$ cat config.mk
export PLATFORM = sky130hd
export DESIGN_NAME = keypad_event_decoder
export DESIGN_NICKNAME = d
export VERILOG_FILES = /design/src/rtl/keypad_pkg.sv /design/src/rtl/keypad_event_fifo.sv /design/src/rtl/keypad_event_decoder.sv
export SDC_FILE = /design/constraint.sdc
export NUM_CORES = 1
export LEC_CHECK = 0
export ABC_AREA = 1
export ABC_CLOCK_PERIOD_IN_PS = 2390
export CAP_MARGIN = 20
export CORE_UTILIZATION = 51
export CTS_CLUSTER_DIAMETER = 50
export DETAILED_ROUTE_END_ITERATION = 8
export GPL_TIMING_DRIVEN = 0
export PLACE_DENSITY = 0.71
export SYNTH_ARGS = -nofsm -noshare
export SYNTH_HDL_FRONTEND = slang
export SYNTH_SLANG_ARGS = --single-unit
$ cat constraint.sdc
create_clock -name clock -period 2.39 [get_ports clock]
set_clock_uncertainty 0.2 [all_clocks]
set_input_delay 0.239 -clock clock [delete_from_list [all_inputs] [get_ports clock]]
set_output_delay 0.239 -clock clock [all_outputs]
set_load 0.005 [all_outputs]
$ cat src/rtl/keypad_pkg.sv
// rtl/keypad_pkg.sv - shared keypad matrix constants and event encoding
package keypad_pkg;

    localparam int NUM_KEYS   = 12;
    localparam int KEY_IDX_W  = 4;
    localparam int EVENT_W    = 5;

    // Event layout: {release, index}
    localparam int EV_REL_BIT = 4;
    localparam int EV_IDX_MSB = 3;
    localparam int EV_IDX_LSB = 0;

    typedef logic [EVENT_W-1:0] key_event_t;

    function automatic key_event_t make_event(input logic rel, input logic [KEY_IDX_W-1:0] idx);
        key_event_t ev;
        ev = '0;
        ev[EV_REL_BIT] = rel;
        ev[EV_IDX_MSB:EV_IDX_LSB] = idx;
        return ev;
    endfunction

endpackage

$ cat src/rtl/keypad_event_fifo.sv
// rtl/keypad_event_fifo.sv - small event FIFO, write-enable in, valid/ready out
module keypad_event_fifo #(
    parameter int WIDTH = 5,
    parameter int DEPTH = 4
) (
    input  logic             clock,
    input  logic             reset,
    input  logic             wr_en,
    input  logic [WIDTH-1:0] wr_data,
    output logic             full,
    output logic [WIDTH-1:0] rd_tdata,
    output logic             rd_tvalid,
    input  logic             rd_tready
);

    localparam int PTR_W = (DEPTH > 1) ? $clog2(DEPTH) : 1;

    logic [WIDTH-1:0] mem [DEPTH];
    logic [PTR_W-1:0] wr_ptr;
    logic [PTR_W-1:0] rd_ptr;
    logic [PTR_W:0]   count;
    logic             rd_fire;
    logic             wr_fire;

    assign full      = (count == (PTR_W+1)'(DEPTH));
    assign rd_tvalid = (count != '0);
    assign rd_fire   = rd_tvalid && rd_tready;
    // A write into a full FIFO is legal when the head leaves on the same edge
    assign wr_fire   = wr_en && (!full || rd_fire);
    assign rd_tdata  = rd_tvalid ? mem[rd_ptr] : '0;

    always_ff @(posedge clock) begin
        if (wr_fire) begin
            mem[wr_ptr] <= wr_data;
        end
    end

    always_ff @(posedge clock) begin
        if (reset) begin
            wr_ptr <= '0;
            rd_ptr <= '0;
            count  <= '0;
        end else begin
            if (wr_fire) begin
                wr_ptr <= wr_ptr + 1'b1;
            end
            if (rd_fire) begin
                rd_ptr <= rd_ptr + 1'b1;
            end
            case ({wr_fire, rd_fire})
                2'b10:   count <= count + 1'b1;
                2'b01:   count <= count - 1'b1;
                default: count <= count;
            endcase
        end
    end

endmodule

$ cat src/rtl/keypad_event_decoder.sv
// rtl/keypad_event_decoder.sv - debounce 4x3 keypad and queue press/release events
module keypad_event_decoder
    import keypad_pkg::*;
#(
    parameter int DEBOUNCE_CYCLES = 8,
    parameter int FIFO_DEPTH      = 4
) (
    input  logic                clock,
    input  logic                reset,
    input  logic [NUM_KEYS-1:0] keys_in,
    output logic [EVENT_W-1:0]  key_event,
    output logic                key_valid,
    input  logic                key_ready,
    output logic [NUM_KEYS-1:0] key_state,
    output logic                overflow
);

    localparam logic [7:0] CNT_MAX = 8'(DEBOUNCE_CYCLES - 1);

    logic [7:0]            cnt [NUM_KEYS];
    logic [NUM_KEYS-1:0]   toggle;
    logic [NUM_KEYS-1:0]   pend_press;
    logic [NUM_KEYS-1:0]   pend_release;
    logic [2*NUM_KEYS-1:0] pend;
    logic [2*NUM_KEYS-1:0] pend_set;
    logic [2*NUM_KEYS-1:0] pend_clr;
    logic [2*NUM_KEYS-1:0] sel_onehot;
    key_event_t            sel_event;
    logic                  fifo_full;
    logic                  fifo_wr;

    always_comb begin
        toggle = '0;
        for (int i = 0; i < NUM_KEYS; i++) begin
            toggle[i] = (keys_in[i] != key_state[i]) && (cnt[i] == CNT_MAX);
        end
    end

    always_ff @(posedge clock) begin
        if (reset) begin
            key_state <= '0;
            for (int i = 0; i < NUM_KEYS; i++) begin
                cnt[i] <= '0;
            end
        end else begin
            key_state <= key_state ^ toggle;
            for (int i = 0; i < NUM_KEYS; i++) begin
                if (keys_in[i] == key_state[i] || toggle[i]) begin
                    cnt[i] <= '0;
                end else begin
                    cnt[i] <= cnt[i] + 1'b1;
                end
            end
        end
    end

    // Presses occupy the low half so the lowest-set-bit pick favours them
    assign pend     = {pend_release, pend_press};
    assign pend_set = {toggle & key_state, toggle & ~key_state};

    assign sel_onehot = pend & (~pend + 1'b1);

    always_comb begin
        sel_event = '0;
        for (int i = 2*NUM_KEYS-1; i >= 0; i--) begin
            if (pend[i]) begin
                if (i >= NUM_KEYS) begin
                    sel_event = make_event(1'b1, KEY_IDX_W'(i - NUM_KEYS));
                end else begin
                    sel_event = make_event(1'b0, KEY_IDX_W'(i));
                end
            end
        end
    end

    assign fifo_wr  = (pend != '0) && (!fifo_full || (key_valid && key_ready));
    assign pend_clr = fifo_wr ? sel_onehot : '0;

    always_ff @(posedge clock) begin
        if (reset) begin
            pend_press   <= '0;
            pend_release <= '0;
            overflow     <= 1'b0;
        end else begin
            {pend_release, pend_press} <= (pend & ~pend_clr) | pend_set;
            // A bit leaving through the FIFO on this edge frees its slot, so no loss
            if ((pend_set & pend & ~pend_clr) != '0) begin
                overflow <= 1'b1;
            end
        end
    end

    keypad_event_fifo #(
        .WIDTH (EVENT_W),
        .DEPTH (FIFO_DEPTH)
    ) u_fifo (
        .clock     (clock),
        .reset     (reset),
        .wr_en     (fifo_wr),
        .wr_data   (sel_event),
        .full      (fifo_full),
        .rd_tdata  (key_event),
        .rd_tvalid (key_valid),
        .rd_tready (key_ready)
    );

endmodule

## Word level (Yosys, flattened, before mapping)

Memory sizes are Yosys's and may differ from the RTL's. A register that Yosys moved wholly into a read port is not among the register bits.
Index checks and enable logic that the tools add are counted.

- $add $sub $neg: 17
- Multiply operators: 0
- Div/mod/pow operators: 0
- $lt $le $gt $ge: 0
- Equality and inequality tests: 39
- Shift operators: 0
- Muxes and demuxes: 129
- Bitwise gates (word level): 35
- Reduce and logical (&&, ||, !) cells: 33

Operators with widths:

| cell | number |
|---|---|
| 8-bit 2-to-1 mux | 24 |
| 5-bit 2-to-1 mux | 25 |
| 8-bit by 1-bit adder with 8-bit output (second input constant) | 12 |
| 24-bit bitwise AND | 4 |
| 8-bit by 3-bit == test with 1-bit output (second input constant) | 12 |
| 1-bit 2-to-1 mux | 76 |
| 24-bit inverter | 2 |
| 24-bit nonzero test | 2 |
| 24-bit by 1-bit adder with 24-bit output (second input constant) | 1 |
| 12-bit bitwise AND | 2 |
| 24-bit 2-to-1 mux | 1 |
| 1-bit OR | 24 |
| 24-bit OR | 1 |
| 1-bit logical AND | 15 |
| 1-bit logical OR | 13 |
| 1-bit == test | 12 |
| 1-bit != test | 12 |
| 12-bit inverter | 1 |
| 12-bit XOR | 1 |
| 3-bit case mux with 2 select lines | 1 |
| 2-bit by 1-bit adder with 2-bit output (second input constant) | 2 |
| 2-bit 2-to-1 mux | 2 |
| 3-bit by 1-bit adder with 3-bit output (second input constant) | 1 |
| 3-bit == test (second input constant) | 1 |
| 6 further kinds | 6 |

- Register bits after elaboration: 44
- Bits in latches: 0
- Bits in writable memories: 116
- ROM bits: 0
- Input bits: 15
- Memories kept: 2

Memory list:

| name | depth | bits a word | read ports | clocked after Yosys merged registers in | wr ports | RTL line | source |
|---|---|---|---|---|---|---|---|
| cnt | 12 | 8 | 12 | 0 | 12 | keypad_event_decoder.sv:20 | `logic [7:0] cnt [NUM_KEYS];` |
| u_fifo.mem | 4 | 5 | 1 | 1 | 1 | keypad_event_fifo.sv:18 | `logic [WIDTH-1:0] mem [DEPTH];` |

## Logic depth before layout (Yosys ltp)

Gate-level depths: netlist of the first run.

- Word-level depth: 24
- Mapped depth: 23
- Mapped depth without buffers: 23

## Hierarchy

A second synthesis of the first run with hierarchy kept.

- Cell total of the unflattened synthesis: 1,035
- Area, all modules: 8,718.4 um^2

By module, submodules not included:

| module | instances | cells each | area an instance (um^2) | sequential area each (um^2) |
|---|---|---|---|---|
| keypad_event_decoder | 1 | 911 | 7,429.6 | 3,623.5 |
| keypad_event_fifo | 1 | 124 | 1,288.7 | 780.7 |

## Least setup slack after synthesis of the first run

No wires, ideal clock.

- Path kind: reg2reg
- Start: register pend_press[0]
- End: register u_fifo.count[2]
- Library setup time: 0.122 ns
- Arrival: 2.287 ns
- Required time: 2.068 ns
- Path slack: -0.219 ns
- Stages on the path, launching flop included: 17
- Buffers on the path: 2
- Period minus slack after synthesis: 2.609 ns
- Cells stage by stage: dfxtp_1 -> nor2_4 -> nand2_4 -> nor2_4 -> nand2_4 -> inv_2 -> nand3_2 -> nand2_4 -> buf_4 -> buf_2 -> ha_1 -> inv_1 -> fa_1 -> a21oi_1 -> o21ai_0 -> o21ai_0 -> a21oi_1

- Cells in the longest elaborated chain, start to end: 5
- Elaborated cells between the ends (all ways): 7
- Those cells by class: eq/ne: 2; mux: 1; reduce/logical: 4

Ends and longest elaborated chain:

| element | RTL line | source |
|---|---|---|
| from (decl) | keypad_event_decoder.sv:22 | `logic [NUM_KEYS-1:0] pend_press;` |
| from (signal assigned) | keypad_event_decoder.sv:85 | `{pend_release, pend_press} <= (pend & ~pend_clr) \| pend_set;` |
| 24-bit nonzero test * | keypad_event_decoder.sv:76 | `assign fifo_wr = (pend != '0) && (!fifo_full \|\| (key_valid && key_ready));` |
| 1-bit logical AND * | keypad_event_decoder.sv:76 |  |
| 1-bit logical AND * | keypad_event_fifo.sv:29 | `assign wr_fire = wr_en && (!full \|\| rd_fire);` |
| 2-bit by 1-bit == test with 1-bit output or 2-bit == test (tied branches) | keypad_event_fifo.sv:50 | `case ({wr_fire, rd_fire})` |
| 3-bit case mux with 2 select lines or 2-bit nonzero test (tied branches) | - |  |
| to (signal assigned) | keypad_event_fifo.sv:51 | `2'b10: count <= count + 1'b1;` |
| to (signal assigned) | keypad_event_fifo.sv:52 | `2'b01: count <= count - 1'b1;` |
| to (signal assigned) | keypad_event_fifo.sv:53 | `default: count <= count;` |
| to (decl) | keypad_event_fifo.sv:21 | `logic [PTR_W:0] count;` |

Mark *: on every way between the ends. The rest lies on a longest branch, timed or not.
A chain may end at the register's enable or synchronous reset.

## Final worst setup path of the first run

- Start: register pend_press[1]
- End: register u_fifo.count[2]

The elaborated chain is that of the path after synthesis.

==> results.txt, run 1 <==
The width of the chip came out at 132 um. The number of clock sinks is 162. STA classifies the critical path startpoint as a flip-flop.

Summed over all layers, the global routing overflow is 0. The largest net degree at the start of global routing came out at 17. The utilization after layout is 64.1%.

The total die area came out at 17400 um2. Clock-pin slew was measured on the worst setup and hold paths at 0.06 ns. The number of buffer cells added on primary ports is 32. The area share of the largest cell type after synthesis came out at 40.5%. Across the VDD grid, the largest voltage drop is 0.524 mV. The clock buffer count from CTS is 17. The transition at the pin with the smallest max-transition slack is 0.697 ns.

The TritonCTS clock tree is built. The net switching power figure is 1.60 mW. In this run, the clock network consumes 42.9% of the power. The cell chosen for the clock root is sky130_fd_sc_hd__clkbuf_16.

The number of fill cells in the layout came out at 1429. The cell with the biggest individual delay on the critical path is sky130_fd_sc_hd__dfxtp_4. The max-cap violation count is 0. The first TritonRoute pass finished after 5 iterations. The async set-reset flop share out of synthesis is 0%. The detailed-route wire length per cell is 12.5 um. The number of global-route vias before repair is 6467.

The maximum fanout encountered on the critical timing path came out at 4. The most frequent cell on the critical path is sky130_fd_sc_hd__nand2_4. Once detail routing completed, the nets flagged for antenna violations numbered 0. Setup repair after global routing could not meet its margin everywhere. Cell internal power was estimated by the tool at 5.32 mW. The maximum clock path buffer count came out at 2.

The wire-length estimate of the detail-placed layout is 13.0 mm. The routed via count divided by cell count is 4.97. The starting DRC count in detailed routing came out at 339. The final reports fail on setup timing. The minimum period implied by the final worst setup slack is 2.44 ns. The run finished, with violations left. Final hold analysis gives a worst-case slack of 0.0799 ns. The number of storage elements in the synthesis netlist came out at 162. By count the netlist is led by sky130_fd_sc_hd__inv_1, sky130_fd_sc_hd__nor2_1, sky130_fd_sc_hd__nand2_1.

The placed standard-cell area came out at 9560 um2. The worst hold path was traced through 2 stages. The min-delay analysis places its worst path in the category primary input to flip-flop. The share of cells above drive strength 1 is 9.67%. The combinational cell fraction of total power came out at 10.4%. The cell area that synthesis handed to floorplanning was 8600 um2. Dividing the final minimum period by the clock period gives 102%.

The analysis attributes to cell leakage a power of 4.52 nW. The global routing met2 resource utilization is 34.7%. The count of H-tree levels built during CTS is 4. The via total after detailed routing is 7112. The critical path data arrival time is 2.56 ns. The launch point of the worst reg-to-reg path is pend_press[1]$_SDFF_PP0_.

The signal on the critical path passes through nor2_4 -> nand2_4 -> nor2_4 -> nand2_4 -> inv_4 -> nand3_4 -> nand2_4 -> buf_8 -> buf_8 -> ha_4 -> inv_4 -> fa_2 -> a21oi_2 -> o21ai_2 -> o21ai_1 -> a21oi_1. The global routing met1 resource utilization came out at 27.4%. The maximum achievable frequency came out at 410 MHz. The site row count came out at 47. During I/O placement, the number of pins put on the boundary was 34. The worst setup path is captured at a flip-flop.

The remaining design rule violation count is 0. The number of antenna violations at the first check in global routing came out at 0. The count of flip-flops with a built-in enable after synthesis came out at 116. The category of the most critical setup path is flip-flop to flip-flop.

In this run the most critical hold path is launched from reset. The setup TNS after final layout is -0.0866 ns. The sequential area share after synthesis came out at 51.2%. The final setup slack of the worst path is -0.0512 ns. The number of antenna cells inserted came out at 0. The largest total area in the synthesized netlist belongs to sky130_fd_sc_hd__edfxtp_1.

After routing the design area is 10600 um2. Among all flip-flop cells after synthesis, the most frequent one is sky130_fd_sc_hd__edfxtp_1. From bottom edge to top edge, the die measures 132 um. The first global-routing pass estimated 29.3 mm of wire. The slack of the worst reg-to-reg path is -0.05 ns. Yosys instantiated no cell more often than sky130_fd_sc_hd__inv_1. The effective utilization at floorplan came out at 52.0%. The final number of setup-violating endpoints came out at 2. The area added between synthesis and finish is 23.2%. The hold violation total from the final report came out at 0. Yosys printed 0 warnings. The count of different cell masters after synthesis is 44.

The endpoint required time on the critical path is 2.51 ns. After synthesis, the cell types taking the most area are sky130_fd_sc_hd__edfxtp_1, sky130_fd_sc_hd__dfxtp_1, sky130_fd_sc_hd__inv_1. The congestion estimate from routability-driven global placement came to 0.939. The portion of total power attributed to sequential cells came out at 46.8%.

The worst reg2reg path endpoint is u_fifo.count[2]$_SDFFE_PP0P_. The global router's overall resource usage is 21.3%. The biggest cell delay along the critical path is 0.36 ns.

The gate count of the mapped netlist came out at 1029. The areal power density over the cells is 654 nW/um2. The total core area came out at 16500 um2. The mean instance size in the synthesized netlist came out at 8.35 um2. The max-slew violation total from the final report is 0. The later-pin clock latency in the skew report came out at 0.43 ns. The count of nets after finishing came out at 1230.

The headroom to the max-slew limit came out at 53.5%. The layer with the highest usage is met2. The net switching share of the total power is 23.2%. The number of cell instances on the worst register-to-register path is 16. The total detailed-routing wirelength came out at 17.9 mm.

The met3 track utilization from global routing came out at 4.15%.
==> repair_timing <==
item | 4_1_cts | 5_1_grt
endpoints found under the hold margin | 1 | 0
pin swaps | 7 | 20
setup buffers | 9 | 12
setup endpoints to repair | 9 | 16
hold buffers | 1 | 0
gates resized for setup | 29 | 45
==> power groups by stage <==
stage	logic, mW	clock network [mW]	registers [mW]
floorplan	0.440	0	3.27
global placement	0.647	0	3.29
detailed placement	0.661	0	3.30
CTS	0.683	3.01	3.24
global route	0.826	3.10	3.26
finish	0.719	2.97	3.24
==> metrics by stage <==
step	std cells	power [mW]	worst slack [ns]
after floorplan	1124	3.71	-0.0492
after global placement	1376	3.94	-0.403
after detailed placement	1376	3.96	-0.442
after CTS	1418	6.93	-0.0798
after global routing	1430	7.19	-0.187
final	1430	6.92	-0.0512
==> cells by family after synthesis <==
| logic type | count (synthesis) | synth area share (%) |
|---|---|---|
| buffers and inverters | 188 | 8.38 |
| other | 1 | 0.0436 |
| AO/OA/AOI/OAI | 150 | 9.68 |
| XOR/XNOR | 21 | 2.14 |
| flip-flops | 162 | 51.2 |
| AND/OR/NAND/NOR | 489 | 25.8 |
| adder cells (fa/ha/maj) | 18 | 2.71 |
==> layout make-up <==
cell class	count	area [um2]	area share [%]
timing repair buffer	54	490	4.63
sequential	162	4440	41.9
inverter	178	676	6.38
clock buffer	25	538	5.08
clock inverter	7	116	1.10
buffer	10	78.8	0.744
tap	220	275	2.60
multi-input combinational	774	3980	37.6
==> worst max path at each step <==
| stage | start | cells after the start | end |
|---|---|---|---|
| 4_1_cts | pend_press[0]$_SDFF_PP0_ | 16 | u_fifo.count[2]$_SDFFE_PP0P_ |
| 6_report | pend_press[1]$_SDFF_PP0_ | 16 | u_fifo.count[2]$_SDFFE_PP0P_ |
| 5_1_grt | pend_release[9]$_SDFF_PP0_ | 16 | u_fifo.count[2]$_SDFFE_PP0P_ |
| 2_1_floorplan | pend_press[1]$_SDFF_PP0_ | 16 | u_fifo.count[2]$_SDFFE_PP0P_ |
| 3_5_place_dp | pend_press[8]$_SDFF_PP0_ | 16 | u_fifo.count[2]$_SDFFE_PP0P_ |
| 3_3_place_gp | pend_press[8]$_SDFF_PP0_ | 16 | u_fifo.count[2]$_SDFFE_PP0P_ |
==> layer usage <==
metal  vias to the layer above  part of all wire, %
met5                         -                    0
li1                       3697                    -
met3                        34                  3.6
met2                       129                   47
met4                         0                  3.0
met1                      3252                   47
==> worst max-delay path, delay by kind of cell (launching register included) <==
family / cells / cell delay (ns)
buffers and inverters: 4 / 0.30
AO/OA/AOI/OAI: 4 / 0.40
AND/OR/NAND/NOR: 6 / 0.58
adder cells (fa/ha/maj): 2 / 0.48
flip-flops: 1 / 0.36
==> sequential cells by signal, indices dropped and copies added, names as in the netlist, named ones only <==
name and cells:
pend_release 12, pend_press 12, u_fifo.mem 20, u_fifo.rd_ptr 2, cnt 96, overflow 1, u_fifo.count 3, u_fifo.wr_ptr 2
==> layout by cell type, fill, tap and decap left out, types with 11 or more instances in the layout <==
cell type	instances
sky130_fd_sc_hd__buf_4	21
sky130_fd_sc_hd__nor2_1	154
sky130_fd_sc_hd__nand3_1	61
sky130_fd_sc_hd__nand2_1	138
sky130_fd_sc_hd__o21ai_0	40
sky130_fd_sc_hd__ha_1	16
sky130_fd_sc_hd__clkbuf_16	19
sky130_fd_sc_hd__nor2_4	11
sky130_fd_sc_hd__dfxtp_1	31
sky130_fd_sc_hd__nand4_1	26
sky130_fd_sc_hd__clkdlybuf4s50_1	31
sky130_fd_sc_hd__nor3_1	39
sky130_fd_sc_hd__a21oi_1	80
sky130_fd_sc_hd__edfxtp_1	116
sky130_fd_sc_hd__xor2_1	20
sky130_fd_sc_hd__inv_1	168
sky130_fd_sc_hd__nor3b_1	18
sky130_fd_sc_hd__conb_1	96
sky130_fd_sc_hd__nor4_1	18
Note: power is estimated with default switching activity, not from simulation.
==> run 2: changes to the inputs <==
- ABC_CLOCK_PERIOD_IN_PS: 2390 -> 3200
- PLACE_DENSITY: 0.71 -> 0.69
- clock period: 2.39 -> 3.2 ns (I/O delays scaled with it)
==> results.txt, run 2 (synthesized netlist as in run 1, its figures left out) <==
The clock transition at the registers of the reported paths came out at 0.06 ns (about the same). The critical path data arrival time is 2.96 ns (+0.40 ns). The maximum clock path buffer count is 2 (unchanged). Setup repair after global routing left no endpoint under its margin. Leaving out fill and tap cells, the most frequent cells in the layout are sky130_fd_sc_hd__inv_1, sky130_fd_sc_hd__nor2_1, sky130_fd_sc_hd__nand2_1. In this design, the largest share of critical-path delay is due to simple AND/OR/NAND/NOR gates. The largest net degree at the start of global routing came out at 17 (unchanged).

The detailed-route wire length per cell is 12.3 um (-1.6%). The maximum fanout encountered on the critical timing path is 19 (+15). The total met2 wirelength after detailed routing was 8.05 mm (-3.7%). Leaving out fill and tap cells, the most frequent cell in the layout is sky130_fd_sc_hd__inv_1. The transition at the pin with the smallest max-transition slack came to 0.736 ns (+0.0393 ns).

The flow ran to the end, and the final reports show no timing, DRC or antenna violations. The number of buffer cells added on primary ports is 32 (unchanged). The number of antenna cells inserted came out at 0 (unchanged). The critical path goes through nor2_4 -> nand2_4 -> nor2_4 -> nand2_4 -> inv_2 -> nand3_2 -> nand2_4 -> buf_4 -> ha_1 -> inv_1 -> fa_1 -> a21oi_1 -> o21ai_0 -> o21ai_0 -> a21oi_1.

cnt holds more flip-flops than any other register. The max-cap violation count was 0 (unchanged). The remaining design rule violation count is 0 (unchanged). The area added between synthesis and finish is 18.9%. The effective utilization at floorplan came out at 52.0% (unchanged). The global router's overall resource usage came to 21.2% (-0.12 points). The count of H-tree levels built during CTS came out at 4 (unchanged). The headroom to the max-slew limit came out at 50.9% (-2.6 points). The max-slew violation total from the final report is 0 (unchanged). The routed via count divided by cell count came out at 4.92 (-0.98%).

The maximum achievable frequency is 351 MHz (-14%). The site row count is 47 (unchanged). The HPWL after detailed placement is 12.9 mm (-0.14%).

The class of the tightest hold or removal check is primary input to flip-flop. The count of placed standard cells in the final layout, fillers left out came out at 1407 (-1.6%). The most frequent cell on the critical path is sky130_fd_sc_hd__nand2_4. The met3 routed wirelength came to 795 um (+25%).

The total I/O pin count came out at 34 (unchanged). The critical path capture point type is a flip-flop. The total iterations of the first detailed-routing run is 7 (+2).

The total core area is 16500 um2 (unchanged). The number of buffer and inverter stages on the critical path was 3 (-1). The endpoint required time on the critical path came to 3.31 ns (+0.80 ns). The global-route wire length before repair is 29.3 mm (-0.26%).

The number of fill cells in the layout came out at 1474 (+3.1%). The via total after detailed routing is 6929 (-2.6%). The setup TNS after final layout is 0 ns (+0.0866 ns).

The biggest cell delay along the critical path was 0.38 ns (+0.02 ns). The overall overflow remaining after global route came to 0 (unchanged). The starting DRC count in detailed routing is 490 (+45%). The number of buffers inserted to repair setup after CTS is 0 (-9). The clock buffer count from CTS came out at 17 (unchanged). The share of cells above drive strength 1 came to 4.21% (-5.5 points). The number of flip-flops in the largest register came out at 96 (unchanged).

The worst setup path is of the flip-flop to flip-flop kind. TritonCTS built the clock tree. The wire length on met1 is 8.19 mm (-2.1%). The count of nets left with antenna violations after detail routing came out at 0 (unchanged). The cell chosen for the clock root is sky130_fd_sc_hd__clkbuf_16. The later-pin clock latency in the skew report came out at 0.43 ns (about the same). The worst vdd rail ir drop is 0.346 mV (-34%). The minimum period implied by the final worst setup slack came out at 2.85 ns (+0.405 ns).

The number of clock sinks came to 162 (unchanged). The areal power density over the cells is 510 nW/um2 (-22%). The worst setup path is launched from a flip-flop.

The leakage component of the power came out at 4.35 nW (-3.7%). The period utilization is 89.0% (-13 points). After detailed routing, no signal wire sits above met4. The number of antenna violations at the first check in global routing came out at 0 (unchanged). The hold violation total from the final report came to 0 (unchanged).

The global placer's final weighted congestion is 0.899 (-4.3%). The count of nets after finishing came out at 1207 (-1.9%). The largest registers in the layout are cnt (96), u_fifo.mem (20). The total die area came out at 17400 um2 (unchanged). The final hold slack is 0.0935 ns (+0.0136 ns). The slowest stage of the critical path is the sky130_fd_sc_hd__fa_1 cell. The total detailed-routing wirelength was 17.3 mm (-3.1%). The number of global-route vias before repair is 6430 (-0.57%). The final number of setup-violating endpoints was 0 (-2). The y dimension of the die came out at 132 um (unchanged). The instance count after placement with tap cells included came out at 1376 (unchanged). The width of the chip came out at 132 um (unchanged).
==> run 2: power by group <==
| part | switching (mW) | total [mW] | internal, mW | leakage [nW] |
|---|---|---|---|---|
| Sequential | 0.0701 | 2.42 | 2.35 | 1.54 |
| Combinational | 0.293 | 0.491 | 0.198 | 2.50 |
| Clock | 0.840 | 2.30 | 1.46 | 0.320 |
| Total | 1.20 | 5.21 | 4.00 | 4.35 |
==> run 2: cell type report <==
cell class | instances | area [um2] | area share (%)
Sequential cell | 162 | 4400 | 43.1
Tap cell | 220 | 275 | 2.69
Clock inverter | 15 | 239 | 2.34
Inverter | 178 | 671 | 6.56
Timing Repair Buffer | 32 | 320 | 3.13
Buffer | 9 | 45.0 | 0.441
Clock buffer | 17 | 425 | 4.16
Multi-Input combinational cell | 774 | 3840 | 37.6
==> run 2: worst reg2reg max path, cell delays in order (launching register included) <==
cell                      delay (ns)
sky130_fd_sc_hd__dfxtp_1        0.37
sky130_fd_sc_hd__nor2_4         0.19
sky130_fd_sc_hd__nand2_4        0.08
sky130_fd_sc_hd__nor2_4         0.14
sky130_fd_sc_hd__nand2_4        0.09
sky130_fd_sc_hd__inv_2          0.07
sky130_fd_sc_hd__nand3_2        0.09
sky130_fd_sc_hd__nand2_4        0.14
sky130_fd_sc_hd__buf_4          0.27
sky130_fd_sc_hd__ha_1           0.19
sky130_fd_sc_hd__inv_1          0.07
sky130_fd_sc_hd__fa_1           0.38
sky130_fd_sc_hd__a21oi_1        0.15
sky130_fd_sc_hd__o21ai_0        0.11
sky130_fd_sc_hd__o21ai_0        0.15
sky130_fd_sc_hd__a21oi_1        0.05
==> run 2: worst paths after layout <==
path | end | depth (start not counted) | start | slack (ns)
worst max register to register | u_fifo.count[2]$_SDFFE_PP0P_ | 15 | pend_press[0]$_SDFF_PP0_ | 0.35
worst max-delay path | u_fifo.count[2]$_SDFFE_PP0P_ | 15 | pend_press[0]$_SDFF_PP0_ | 0.35
worst min register to register | flip-flop | 1 | u_fifo.rd_ptr[0]$_SDFFE_PP0P_ | 0.28
worst min-delay path | pend_press[1]$_SDFF_PP0_ | 2 | reset | 0.09
==> run 2: per-layer routing <==
metal,global-route usage (%),vias to the layer above
met5,0,-
met4,8.07,0
met3,3.58,23
met2,35.3,145
met1,27.6,3113
li1,-,3648
==> run 2: what timing repair did <==
item / in CTS / in global routing
hold buffers: 0 / 0
resized for setup: 0 / 4
endpoints found under the setup margin: 0 / 1
==> run 2: metrics by stage <==
| step | power (mW) | instance area (um2) | utilization [%] | setup slack (ns) |
|---|---|---|---|---|
| floorplan | 2.77 | 8950 | - | 0.591 |
| global placement | 2.94 | 9550 | 57.8 | 0.179 |
| detailed placement | 2.95 | 9550 | 57.8 | 0.136 |
| CTS | 5.24 | 10200 | 61.8 | 0.137 |
| global route | 5.41 | 10200 | 61.8 | 0.103 |
| finish | 5.21 | 10200 | 61.8 | 0.354 |
==> run 3: changes to the inputs <==
- ABC_CLOCK_PERIOD_IN_PS: 3200 -> 2850
- CAP_MARGIN: 20 -> not set
- clock period: 3.2 -> 2.85 ns (I/O delays scaled with it)
==> results.txt, run 3 (synthesized netlist as in run 1, its figures left out) <==
The utilization after layout is 62.1% (+0.21 points). The worst vdd rail ir drop came out at 0.387 mV (+12%). The largest net degree at the start of global routing is 27 (+10). The leakage component of the power is 4.36 nW (+0.27%). The total I/O pin count came out at 34 (unchanged). The count of H-tree levels built during CTS is 4 (unchanged). STA classifies the critical path endpoint as a flip-flop. The later-pin clock latency in the skew report came out at 0.43 ns (about the same). The total core area is 16500 um2 (unchanged). The share of cells above drive strength 1 is 4.45% (+0.24 points). The instance count after placement with tap cells included is 1376 (unchanged). The number of global-route vias before repair came out at 6430 (unchanged). The headroom to the max-slew limit came out at 50.1% (-0.83 points).

The max-slew violation total from the final report is 0 (unchanged). The number of antenna cells inserted came out at 0 (unchanged). The maximum fanout encountered on the critical timing path came to 10 (-9).

The number of flip-flops in the largest register is 96 (unchanged). The critical path data arrival time is 2.73 ns (-0.23 ns). The maximum clock path buffer count is 2 (unchanged). The transition at the pin with the smallest max-transition slack came to 0.748 ns (+0.0124 ns).

The count of placed standard cells in the final layout, fillers left out came out at 1410 (+0.21%). The clock transition at the registers of the reported paths came out at 0.06 ns (about the same). Compared with the post-synthesis result, the final layout area differs by 19.3%. The width of the chip came to 132 um (unchanged). The sum of internal, switching and leakage power came out at 5.85 mW (+12%).

The clock share of power came out at 44.1% (about the same). cnt holds more flip-flops than any other register. Leaving out fill and tap cells, the most frequent cell in the layout is sky130_fd_sc_hd__inv_1. The placed standard-cell area was 9550 um2 (unchanged).

The global router's overall resource usage is 21.1% (-0.084 points). In the layout the commonest cells are sky130_fd_sc_hd__inv_1, sky130_fd_sc_hd__nor2_1, sky130_fd_sc_hd__nand2_1. The y dimension of the die came out at 132 um (unchanged). The number of buffer cells added on primary ports came to 32 (unchanged). The period utilization is 91.8% (+2.8 points). The remaining design rule violation count came out at 0 (unchanged). The number of antenna violations at the first check in global routing came out at 0 (unchanged).

The HPWL after detailed placement is 12.9 mm (unchanged). The combinational cell fraction of total power is 9.5% (about the same). The count of nets after finishing is 1210 (+0.25%).

The minimum period implied by the final worst setup slack is 2.62 ns (-0.231 ns). The internal portion of total power is 4.50 mW (+12%). The run finished with clean final reports.

The number of clock sinks is 162 (unchanged). The areal power density over the cells came out at 571 nW/um2 (+12%). The root buffer cell chosen for the clock tree is sky130_fd_sc_hd__clkbuf_16. The final instance area was 10300 um2 (+0.34%). Setup repair after global routing left no endpoint under its margin. The number of fill cells in the layout came out at 1468 (-0.41%). The final hold slack came out at 0.0589 ns (-0.0346 ns). The detailed-route wire length per cell is 12.4 um (+0.48%). The global-route wire length before repair came out at 29.2 mm (-0.35%). The total die area came to 17400 um2 (unchanged).

The effective utilization at floorplan is 52.0% (unchanged). The via total after detailed routing came out at 6955 (+0.38%). The clock buffer count from CTS is 17 (unchanged). The max-cap violation count came out at 0 (unchanged). The count of nets left with antenna violations after detail routing is 0 (unchanged).

The net switching share of the total power is 23.1% (+0.033 points). The site row count came out at 47 (unchanged). The global placer's final weighted congestion came out at 0.899 (unchanged). The maximum achievable frequency is 382 MHz (+8.8%). The routed via count divided by cell count came out at 4.93 (+0.16%). The final number of setup-violating endpoints is 0 (unchanged). The overall overflow remaining after global route is 0 (unchanged). The tightest min-delay check is of the primary input to flip-flop type. The net switching power figure came out at 1.35 mW (+13%). TritonCTS built the clock tree. The launching element type of the critical path is a flip-flop.

The hold violation total from the final report is 0 (unchanged). The setup path with the least slack is of type flip-flop to flip-flop. The total detailed-routing wirelength came out at 17.5 mm (+0.70%). The portion of total power attributed to sequential cells came out at 46.4% (about the same). The starting DRC count in detailed routing is 556 (+13%). The total iterations of the first detailed-routing run is 7 (unchanged).

The endpoint required time on the critical path is 2.97 ns (-0.34 ns). The largest registers in the layout are cnt (96), u_fifo.mem (20).
[run 3: worst paths after layout]
path	startpoint	endpoint	slack, ns	cells past startpoint
max	pend_release[3]$_SDFF_PP0_	overflow$_SDFFE_PP0P_	0.23	19
min	reset	pend_press[1]$_SDFF_PP0_	0.06	2
max reg2reg	pend_release[3]$_SDFF_PP0_	overflow$_SDFFE_PP0P_	0.23	19
min reg2reg	u_fifo.rd_ptr[0]$_SDFFE_PP0P_	flip-flop	0.28	1
[run 3: power groups by stage]
stage | clock network, mW | registers [mW] | logic [mW]
final | 2.58 | 2.72 | 0.557
after global routing | 2.70 | 2.73 | 0.654
after CTS | 2.62 | 2.72 | 0.550
after detailed placement | 0 | 2.77 | 0.549
after global placement | 0 | 2.76 | 0.538
after floorplan | 0 | 2.75 | 0.364
[run 3: layout make-up]
type | count | area, um2 | area share (%)
Buffer | 8 | 37.5 | 0.366
Clock buffer | 17 | 425 | 4.15
Clock inverter | 15 | 239 | 2.33
Inverter | 178 | 671 | 6.54
Multi-Input combinational cell | 775 | 3860 | 37.6
Sequential cell | 162 | 4400 | 43.0
Tap cell | 220 | 275 | 2.68
Timing Repair Buffer | 35 | 343 | 3.34
[run 3: metrics by stage]
| stage | setup slack [ns] | TNS [ns] |
|---|---|---|
| 3_5_place_dp | -0.214 | -0.214 |
| 5_1_grt | 0.0139 | 0 |
| 2_1_floorplan | 0.241 | 0 |
| 3_3_place_gp | -0.171 | -0.171 |
| 4_1_cts | 0.108 | 0 |
| 6_report | 0.235 | 0 |
[run 3: routing by layer]
metal	share of wire, %	track usage (%)
met5	0	0
met1	47	27.4
met3	4.9	3.61
met4	1.9	8.33
met2	46	35.2
[run 3: worst max-delay path, stage by stage, from the launching register on]
cell                      delay (ns)
sky130_fd_sc_hd__dfxtp_1        0.40
sky130_fd_sc_hd__nor2_1         0.07
sky130_fd_sc_hd__inv_1          0.14
sky130_fd_sc_hd__nor2_2         0.08
sky130_fd_sc_hd__nand2_1        0.06
sky130_fd_sc_hd__inv_1          0.06
sky130_fd_sc_hd__nand3_2        0.15
sky130_fd_sc_hd__nand2_8        0.07
sky130_fd_sc_hd__buf_4          0.17
sky130_fd_sc_hd__inv_4          0.07
sky130_fd_sc_hd__buf_6          0.16
sky130_fd_sc_hd__nand4_1        0.12
sky130_fd_sc_hd__nand2_1        0.09
sky130_fd_sc_hd__nand2_1        0.05
sky130_fd_sc_hd__nor2_1         0.20
sky130_fd_sc_hd__nand4_1        0.12
sky130_fd_sc_hd__nor2_1         0.11
sky130_fd_sc_hd__nand3_1        0.07
sky130_fd_sc_hd__nand2_1        0.06
sky130_fd_sc_hd__inv_1          0.05
[run 3: repair_timing]
| action | 4_1_cts | 5_1_grt |
|---|---|---|
| hold endpoints to repair | 0 | 0 |
| setup endpoints to repair | 1 | 1 |
| buffers inserted | 0 | 3 |
| resized for setup | 1 | 4 |
| gates cloned | 0 | 1 |
| hold buffers | 0 | 0 |
| pin swaps | 0 | 2 |
